<file path="src/rtl/seq_gen_pkg.sv">
// ============================================================================
// Module : seq_gen_pkg
// Brief  : Shared state encoding, tap-mask presets and sum-width helper.
// Rev    : 1.0
// ============================================================================
`default_nettype none

package seq_gen_pkg;

  typedef enum logic [1:0] {
    ST_IDLE  = 2'd0,
    ST_RUN   = 2'd1,
    ST_DRAIN = 2'd2,
    ST_DONE  = 2'd3
  } state_t;

  localparam logic [3:0] MASK_FIB     = 4'b0011;
  localparam logic [3:0] MASK_TRIB    = 4'b0111;
  localparam logic [3:0] MASK_PADOVAN = 4'b0110;

  // Wide enough that summing every history entry can never wrap.
  function automatic int sum_width(input int data_w, input int depth);
    return data_w + $clog2(depth);
  endfunction

endpackage

`default_nettype wire

</file>
<file path="src/rtl/seq_gen_multi_if.sv">
// ============================================================================
// Module : seq_gen_if
// Brief  : Configuration, control and term-output bundle of seq_gen_multi.
// Rev    : 1.0
// ============================================================================
`default_nettype none

interface seq_gen_if #(
  parameter int DataBus = 32,
  parameter int Depth   = 4,
  parameter int CntW    = 16
) ();

  logic                       cfg_load_i;
  logic [Depth-1:0]           cfg_mask_i;
  logic [Depth*DataBus-1:0]   cfg_seed_i;
  logic                       start_i;
  logic                       stop_i;
  logic [CntW-1:0]            max_terms_i;
  logic [DataBus-1:0]         seq_o_w;
  logic                       seq_valid_o;
  logic                       seq_ready_i;
  logic [CntW-1:0]            term_cnt_o;
  logic                       overflow_o;
  logic                       busy_o;
  logic                       done_o;

  modport master (
    output cfg_load_i, cfg_mask_i, cfg_seed_i, start_i, stop_i, max_terms_i,
    output seq_ready_i,
    input  seq_o_w, seq_valid_o, term_cnt_o, overflow_o, busy_o, done_o
  );

  modport slave (
    input  cfg_load_i, cfg_mask_i, cfg_seed_i, start_i, stop_i, max_terms_i,
    input  seq_ready_i,
    output seq_o_w, seq_valid_o, term_cnt_o, overflow_o, busy_o, done_o
  );

endinterface

`default_nettype wire

</file>
<file path="src/rtl/seq_gen_multi_sum_tree.sv">
// ============================================================================
// Module : seq_sum_tree
// Brief  : Combinational masked adder over the history window.
// Rev    : 1.0
// ============================================================================
`default_nettype none

module seq_sum_tree
  import seq_gen_pkg::*;
#(
  parameter int DataBus = 32,
  parameter int Depth   = 4
) (
  input  logic [Depth-1:0][DataBus-1:0] hist,
  input  logic [Depth-1:0]              mask,
  output logic [DataBus-1:0]            term,
  output logic                          ovf
);

  localparam int c_sum_w = sum_width(DataBus, Depth);

  logic [Depth-1:0][c_sum_w-1:0] w_tap;
  logic [c_sum_w-1:0]            w_sum;

  generate
    for (genvar k = 0; k < Depth; k++) begin : g_tap
      assign w_tap[k] = mask[k] ? {{(c_sum_w-DataBus){1'b0}}, hist[k]} : '0;
    end
  endgenerate

  always_comb begin
    w_sum = '0;
    for (int k = 0; k < Depth; k++) begin
      w_sum = w_sum + w_tap[k];
    end
  end

  assign term = w_sum[DataBus-1:0];
  assign ovf  = |w_sum[c_sum_w-1:DataBus];

endmodule

`default_nettype wire

</file>
<file path="src/rtl/seq_gen_multi.sv">
// ============================================================================
// Module : seq_gen_multi
// Brief  : Masked linear-recurrence term generator with start/stop/limit
//          control and valid/ready output.
// Rev    : 1.0
// ============================================================================
`default_nettype none

module seq_gen_multi
  import seq_gen_pkg::*;
#(
  parameter int               DataBus   = 32,
  parameter int               Depth     = 4,
  parameter int               CntW      = 16,
  parameter logic [Depth-1:0] ResetMask = Depth'(MASK_PADOVAN)
) (
  input  logic  clk_w,
  input  logic  reset_w,
  seq_gen_if.slave bus
);

  localparam logic [Depth*DataBus-1:0] c_hist_rst = (Depth*DataBus)'(1);

  state_t                        r_state;
  logic [Depth-1:0][DataBus-1:0] r_hist;
  logic [Depth-1:0]              r_mask;
  logic [DataBus-1:0]            r_seq;
  logic                          r_valid;
  logic [CntW-1:0]               r_cnt;
  logic                          r_ovf;
  logic [CntW-1:0]               r_limit;

  logic                          w_cfg_ok;
  logic [Depth-1:0][DataBus-1:0] w_hist_src;
  logic [Depth-1:0]              w_mask_src;
  logic [Depth-1:0][DataBus-1:0] w_hist_next;
  logic [DataBus-1:0]            w_term;
  logic                          w_ovf;
  logic                          w_out_free;
  logic                          w_limit_hit;
  logic [CntW-1:0]               w_cnt_base;
  logic                          w_ovf_base;

  // A load coinciding with start must feed the new seeds straight into the adder.
  assign w_cfg_ok    = bus.cfg_load_i && (r_state == ST_IDLE || r_state == ST_DONE);
  assign w_hist_src  = w_cfg_ok ? bus.cfg_seed_i : r_hist;
  assign w_mask_src  = w_cfg_ok ? bus.cfg_mask_i : r_mask;
  assign w_hist_next = {w_hist_src[Depth-2:0], w_term};
  assign w_out_free  = !r_valid || bus.seq_ready_i;
  assign w_limit_hit = (r_limit != '0) && (r_cnt == r_limit);
  assign w_cnt_base  = (w_cfg_ok || r_state == ST_DONE) ? '0 : r_cnt;
  assign w_ovf_base  = w_cfg_ok ? 1'b0 : r_ovf;

  seq_sum_tree #(
    .DataBus (DataBus),
    .Depth   (Depth)
  ) u_sum (
    .hist (w_hist_src),
    .mask (w_mask_src),
    .term (w_term),
    .ovf  (w_ovf)
  );

  always_ff @(posedge clk_w) begin
    if (reset_w) begin
      r_state <= ST_IDLE;
      r_hist  <= c_hist_rst;
      r_mask  <= ResetMask;
      r_seq   <= '0;
      r_valid <= 1'b0;
      r_cnt   <= '0;
      r_ovf   <= 1'b0;
      r_limit <= '0;
    end else begin
      case (r_state)
        ST_IDLE, ST_DONE: begin
          if (w_cfg_ok) begin
            r_mask <= bus.cfg_mask_i;
            r_hist <= bus.cfg_seed_i;
            r_cnt  <= '0;
            r_ovf  <= 1'b0;
          end
          if (bus.start_i) begin
            r_limit <= bus.max_terms_i;
            r_seq   <= w_term;
            r_hist  <= w_hist_next;
            r_valid <= 1'b1;
            r_cnt   <= w_cnt_base + CntW'(1);
            r_ovf   <= w_ovf_base | w_ovf;
            r_state <= ST_RUN;
          end
        end
        ST_RUN: begin
          if (bus.stop_i) begin
            r_state <= ST_DRAIN;
          end else if (w_out_free) begin
            if (w_limit_hit) begin
              r_valid <= 1'b0;
              r_state <= ST_DONE;
            end else begin
              r_seq   <= w_term;
              r_hist  <= w_hist_next;
              r_valid <= 1'b1;
              r_cnt   <= w_cnt_base + CntW'(1);
              r_ovf   <= w_ovf_base | w_ovf;
            end
          end
        end
        ST_DRAIN: begin
          if (w_out_free) begin
            r_valid <= 1'b0;
            r_state <= ST_IDLE;
          end
        end
        default: r_state <= ST_IDLE;
      endcase
    end
  end

  assign bus.seq_o_w     = r_seq;
  assign bus.seq_valid_o = r_valid;
  assign bus.term_cnt_o  = r_cnt;
  assign bus.overflow_o  = r_ovf;
  assign bus.busy_o      = (r_state == ST_RUN) || (r_state == ST_DRAIN);
  assign bus.done_o      = (r_state == ST_DONE);

endmodule

`default_nettype wire

</file>
<file path="src/flat_wrapper.sv">
// flat-port wrapper written by rule: the top's interface ports become plain ports
module seq_gen_multi_flat import seq_gen_pkg::*;
#(
  parameter int               DataBus   = 32,
  parameter int               Depth     = 4,
  parameter int               CntW      = 16,
  parameter logic [Depth-1:0] ResetMask = Depth'(MASK_PADOVAN)
)
  (clk_w, reset_w, bus_cfg_load_i, bus_cfg_mask_i, bus_cfg_seed_i, bus_start_i, bus_stop_i, bus_max_terms_i, bus_seq_ready_i, bus_seq_o_w, bus_seq_valid_o, bus_term_cnt_o, bus_overflow_o, bus_busy_o, bus_done_o);
  seq_gen_if #(.DataBus(DataBus), .Depth(Depth), .CntW(CntW)) bus_i ();
  input  logic clk_w;
  input  logic reset_w;
  input wire logic [$bits(bus_i.cfg_load_i)-1:0] bus_cfg_load_i;
  input wire logic [$bits(bus_i.cfg_mask_i)-1:0] bus_cfg_mask_i;
  input wire logic [$bits(bus_i.cfg_seed_i)-1:0] bus_cfg_seed_i;
  input wire logic [$bits(bus_i.start_i)-1:0] bus_start_i;
  input wire logic [$bits(bus_i.stop_i)-1:0] bus_stop_i;
  input wire logic [$bits(bus_i.max_terms_i)-1:0] bus_max_terms_i;
  input wire logic [$bits(bus_i.seq_ready_i)-1:0] bus_seq_ready_i;
  output wire logic [$bits(bus_i.seq_o_w)-1:0] bus_seq_o_w;
  output wire logic [$bits(bus_i.seq_valid_o)-1:0] bus_seq_valid_o;
  output wire logic [$bits(bus_i.term_cnt_o)-1:0] bus_term_cnt_o;
  output wire logic [$bits(bus_i.overflow_o)-1:0] bus_overflow_o;
  output wire logic [$bits(bus_i.busy_o)-1:0] bus_busy_o;
  output wire logic [$bits(bus_i.done_o)-1:0] bus_done_o;
  assign bus_i.cfg_load_i = bus_cfg_load_i;
  assign bus_i.cfg_mask_i = bus_cfg_mask_i;
  assign bus_i.cfg_seed_i = bus_cfg_seed_i;
  assign bus_i.start_i = bus_start_i;
  assign bus_i.stop_i = bus_stop_i;
  assign bus_i.max_terms_i = bus_max_terms_i;
  assign bus_i.seq_ready_i = bus_seq_ready_i;
  assign bus_seq_o_w = bus_i.seq_o_w;
  assign bus_seq_valid_o = bus_i.seq_valid_o;
  assign bus_term_cnt_o = bus_i.term_cnt_o;
  assign bus_overflow_o = bus_i.overflow_o;
  assign bus_busy_o = bus_i.busy_o;
  assign bus_done_o = bus_i.done_o;
  seq_gen_multi #(.DataBus(DataBus), .Depth(Depth), .CntW(CntW), .ResetMask(ResetMask)) u_core (.clk_w(clk_w), .reset_w(reset_w), .bus(bus_i));
endmodule
</file>
<file path="config.mk">
export PLATFORM = sky130hd
export DESIGN_NAME = seq_gen_multi_flat
export DESIGN_NICKNAME = d
export VERILOG_FILES = /design/src/rtl/seq_gen_pkg.sv /design/src/rtl/seq_gen_multi_if.sv /design/src/rtl/seq_gen_multi_sum_tree.sv /design/src/rtl/seq_gen_multi.sv /design/src/flat_wrapper.sv
export SDC_FILE = /design/constraint.sdc
export NUM_CORES = 1
export LEC_CHECK = 0
export CAP_MARGIN = 20
export CORE_UTILIZATION = 45
export DETAILED_ROUTE_END_ITERATION = 7
export GPL_TIMING_DRIVEN = 0
export PLACE_DENSITY = 0.74
export SLEW_MARGIN = 20
export SYNTH_ARGS = -nofsm -noshare
export SYNTH_HDL_FRONTEND = slang
export SYNTH_SLANG_ARGS = --single-unit
</file>
<file path="constraint.sdc">
create_clock -name clk_w -period 7.3 [get_ports clk_w]
set_clock_uncertainty 0.05 [all_clocks]
set_input_delay 2.19 -clock clk_w [delete_from_list [all_inputs] [get_ports clk_w]]
set_output_delay 2.19 -clock clk_w [all_outputs]
set_load 0.01 [all_outputs]
</file>
==> results by stage <==
CTS:
- The CTS sink count is 200.
- CTS placed an instance of sky130_fd_sc_hd__clkbuf_16 at the clock tree root.
- The number of CTS-inserted buffers is 17.
- The clock tree from TritonCTS is done.
- The post-cts hold buffer count is 0.
- In this run the deepest clock path goes through 2 buffers.
- For the worst-skew pair, the clock arrives at the later sink with an insertion delay of 0.47 ns.
- The count of H-tree levels built during CTS is 4.
- Clock-pin slew was measured on the worst setup and hold paths at 0.08 ns.

Final layout:
- The area growth from synthesis to layout is 23.6%.
- The library cells used most frequently in the layout, excluding fill and tap cells, are 493 x sky130_fd_sc_hd__nand2_1, 203 x sky130_fd_sc_hd__clkdlybuf4s50_1, 201 x sky130_fd_sc_hd__a21oi_1.
- The layout cell share with drive strength beyond 1 is 7.53%.
- The library cell used most frequently in the layout, excluding fill and tap cells, is sky130_fd_sc_hd__nand2_1.
- The multi-input combinational cell area is 10200 sq um.
- Summing all flip-flop and latch instances after layout gives 4000 sq um.
- The number of fill cells in the layout is 3111.
- With fillers left out, the area of the finished cells amounts to 18800 sq um.
- The filler-free cell count of the finished design is 2715.
- The layout net count is 2513.
- The core occupancy in the finished layout is 57.1%.

Global route:
- The via count of the first global-routing pass is 16.1k.
- The overall fraction of global-route tracks in use is 38.6%.
- The total congestion overflow is 0.
- The initial antenna violation count is 2.
- The global-route wire length before repair is 97100 um.
- Entering global routing, the biggest net connects 20 pins.

Logic synthesis:
- Each instance of the synthesized netlist takes up on average 7.50 sq um.
- During synthesis, Yosys emitted a total of 0 warnings.
- In the synthesized netlist the dominant register cell turns out to be sky130_fd_sc_hd__dfxtp_1.
- The sequential area share after synthesis is 26.4%.
- Synthesis produced a netlist with a net count of 2279.
- The post-synthesis cell type count is 67.
- The number of synthesized flops with an enable pin is 0.
- The biggest area contributor in the post-synthesis netlist is sky130_fd_sc_hd__dfxtp_1.
- The flop and latch count out of synthesis is 200.
- The post-synthesis instance area is 15200 sq um.
- The synthesized instance count is 2024.
- The fraction of synthesized cell area taken by the top area cell type is 26.4%.
- The fraction of registers with async set/reset is 0%.
- After synthesis, the cell types taking the most area are sky130_fd_sc_hd__dfxtp_1 26%, sky130_fd_sc_hd__nand2_1 12%, sky130_fd_sc_hd__fa_1 8.4%.

Routing:
- The post-detailed-route via-to-cell ratio is 6.27.
- The via count of the routed design is 17.0k.
- Wires add up to 66500 um.
- The detailed-router iteration count before antenna repair is 6.
- Dividing the detail-routed wire length by the instance count gives 24.5 um.
- The post-route antenna net violation count is 0.
- After detailed routing, the number of remaining DRC violations is 0.
- After the first detailed-routing iteration, the DRC count stood at 2444.

Worst setup path:
- The endpoint identified for the worst register-to-register timing path is u_core.r_hist[29].
- The end point of the critical path is u_core.r_hist[29].
- The data arrival time of the worst path is 7.57 ns.
- The worst register-to-register path has a setup slack of 1.02 ns.
- Counting cells, the worst reg-to-reg path comes to 23.
- Tracing the worst setup path back leads to its startpoint at bus_cfg_load_i.
- Along the worst path, the maximum fanout reaches 10.
- The required arrival time at the worst endpoint is 7.64 ns.
- STA classifies the critical path startpoint as an input port.
- The category of the most critical setup path is input port to flop.
- The kind of capture point of the worst setup path is a flop.
- The startpoint identified for the worst register-to-register timing path is u_core.r_state[0].

Timing:
- The final-report setup violation count is 0.
- The shortest period the worst path allows is 7.23 ns.
- The hold violation total from the final report is 0.
- The final period utilization is 99.0%.
- At the pin with the least slew margin, the transition time is 1.11 ns.
- The final worst hold slack is 0.423 ns.
- The total negative slack is 0 ns.
- The worst slew margin relative to its limit is 26.3%.
- The final-report max-slew violation count is 0.
- Setup repair after global routing could not meet its margin everywhere.
- Based on the critical path, the design can be clocked at up to 138 MHz.
- In the post-route analysis, the smallest setup slack over all paths is 0.0694 ns.

Pwr:
- The ratio of total power to cell area is 556 nW/um^2.
- The total power after layout is 10.4 mW.
- The worst ir drop on vdd is 0.444 mV.
- The leakage dissipation is 7.43 nW.

Job:
- Across the run, the number of max-cap violations was 0.

Floorplanning:
- In this run the count of I/O pins placed on the die edge is 206.
- The total number of placement rows is 66.
- The die span in y is 186 um.
- The core region is 32900 sq um.
- The overall die width is 186 um.
- The initial standard-cell utilization of the core is 46.2%.
- The die covers 34500 sq um.

Run status:
- The run finished with clean final reports.

Placement:
- The half-perimeter wire length after placement is 49000 um.
- The number of placed instances, taps included, is 2670.
- Once placement finished, the instance area stood at 17800 sq um.
- Timing analysis after detailed placement gives a worst setup slack of -2.43 ns.
- During placement, the flow inserted port buffers numbering 204.
- At the end of routability-driven placement, the weighted congestion stood at 1.05.

Worst hold path:
- In this run the worst hold path is classified as flop to flop.
-- synth_stat cells (all sizes together), types with 37 or more instances --
cell    instances
a211oi         76
a21o           44
a21oi         205
clkbuf        124
dfxtp         200
fa             64
ha             37
inv           133
mux4           52
nand2         494
nand3          52
nor2          158
o21ai          89
-- cell families after synthesis --
kind of cell	Yosys count	synth area share, %
DFF	200	26.4
adders and majority gates	101	11.5
buffers and inverters	284	7.12
xor gates and xnor gates	35	2.02
muxes	87	10.0
and+or+nand+nor	822	22.8
AOI/OAI and AO/OA	495	20.2
-- worst max-delay path: stages --
cell	delay, ns
sky130_fd_sc_hd__dlygate4sd2_1	0.31
sky130_fd_sc_hd__and2_4	0.27
sky130_fd_sc_hd__buf_6	0.22
sky130_fd_sc_hd__clkbuf_8	0.22
sky130_fd_sc_hd__clkbuf_8	0.21
sky130_fd_sc_hd__nand2_1	0.07
sky130_fd_sc_hd__a21oi_1	0.21
sky130_fd_sc_hd__fa_1	0.46
sky130_fd_sc_hd__fa_1	0.52
sky130_fd_sc_hd__ha_1	0.24
sky130_fd_sc_hd__inv_1	0.08
sky130_fd_sc_hd__fa_1	0.46
sky130_fd_sc_hd__nor2b_1	0.21
sky130_fd_sc_hd__o2111ai_2	0.24
sky130_fd_sc_hd__a211oi_4	0.26
sky130_fd_sc_hd__buf_4	0.19
sky130_fd_sc_hd__o211ai_1	0.17
sky130_fd_sc_hd__a21oi_4	0.31
sky130_fd_sc_hd__a311o_1	0.25
sky130_fd_sc_hd__nand3_1	0.21
sky130_fd_sc_hd__a211oi_2	0.26
-- repair_timing --
item,in CTS,in global routing
setup buffers,12,1
pin swaps,4,3
hold endpoints to repair,0,0
resized for setup,70,16
setup endpoints to repair,57,9
-- sequential cells by signal (all words and copies together), names as in the netlist --
register and cells:
u_core.bus.seq_valid_o 1, u_core.r_hist 128, u_core.bus.term_cnt_o 16, u_core.r_limit 16, u_core.r_mask 4, u_core.r_state 2, u_core.bus.seq_o_w 32, u_core.bus.overflow_o 1
-- power breakdown --
part           switching, mW  total (mW)  internal (mW)  leakage (nW)
registers              0.294        1.75           1.46          1.64
clock network          0.479        1.07          0.594         0.311
logic                   5.04        7.61           2.57          5.47
total                   5.81        10.4           4.62          7.43
-- worst min path at each step --
stage                                 startpoint                      to  slack [ns]  depth (start not counted)
after floorplan               u_core.r_hist[100]      u_core.r_hist[100]        0.39                          2
final                         u_core.r_hist[105]      u_core.r_hist[105]        0.42                          2
after CTS                     u_core.r_hist[105]      u_core.r_hist[105]        0.42                          2
after detailed placement  u_core.bus.seq_o_w[18]  u_core.bus.seq_o_w[18]        0.41                          2
after global routing           u_core.r_hist[98]       u_core.r_hist[98]        0.45                          2
after global placement         u_core.r_hist[96]       u_core.r_hist[96]        0.40                          2
-- cell type report --
type | count | share of cell area (%)
antenna | 2 | 0.0267
inverter | 133 | 2.66
sequential | 200 | 21.3
timing repair buffer | 217 | 11.5
multi-input combinational | 1540 | 54.5
clock inverter | 11 | 0.907
tap | 442 | 2.95
buffer | 149 | 3.70
clock buffer | 21 | 2.45
-- layer usage --
metal / share of wire, % / GRT usage [%] / up-vias
met3: 12 / 8.78 / 265
met1: 39 / 51.3 / 8047
met2: 43 / 57.5 / 1330
met5: 0 / 0 / -
li1: - / - / 7380
met4: 5.7 / 22.2 / 0
Power figures use the tool's default switching activity.
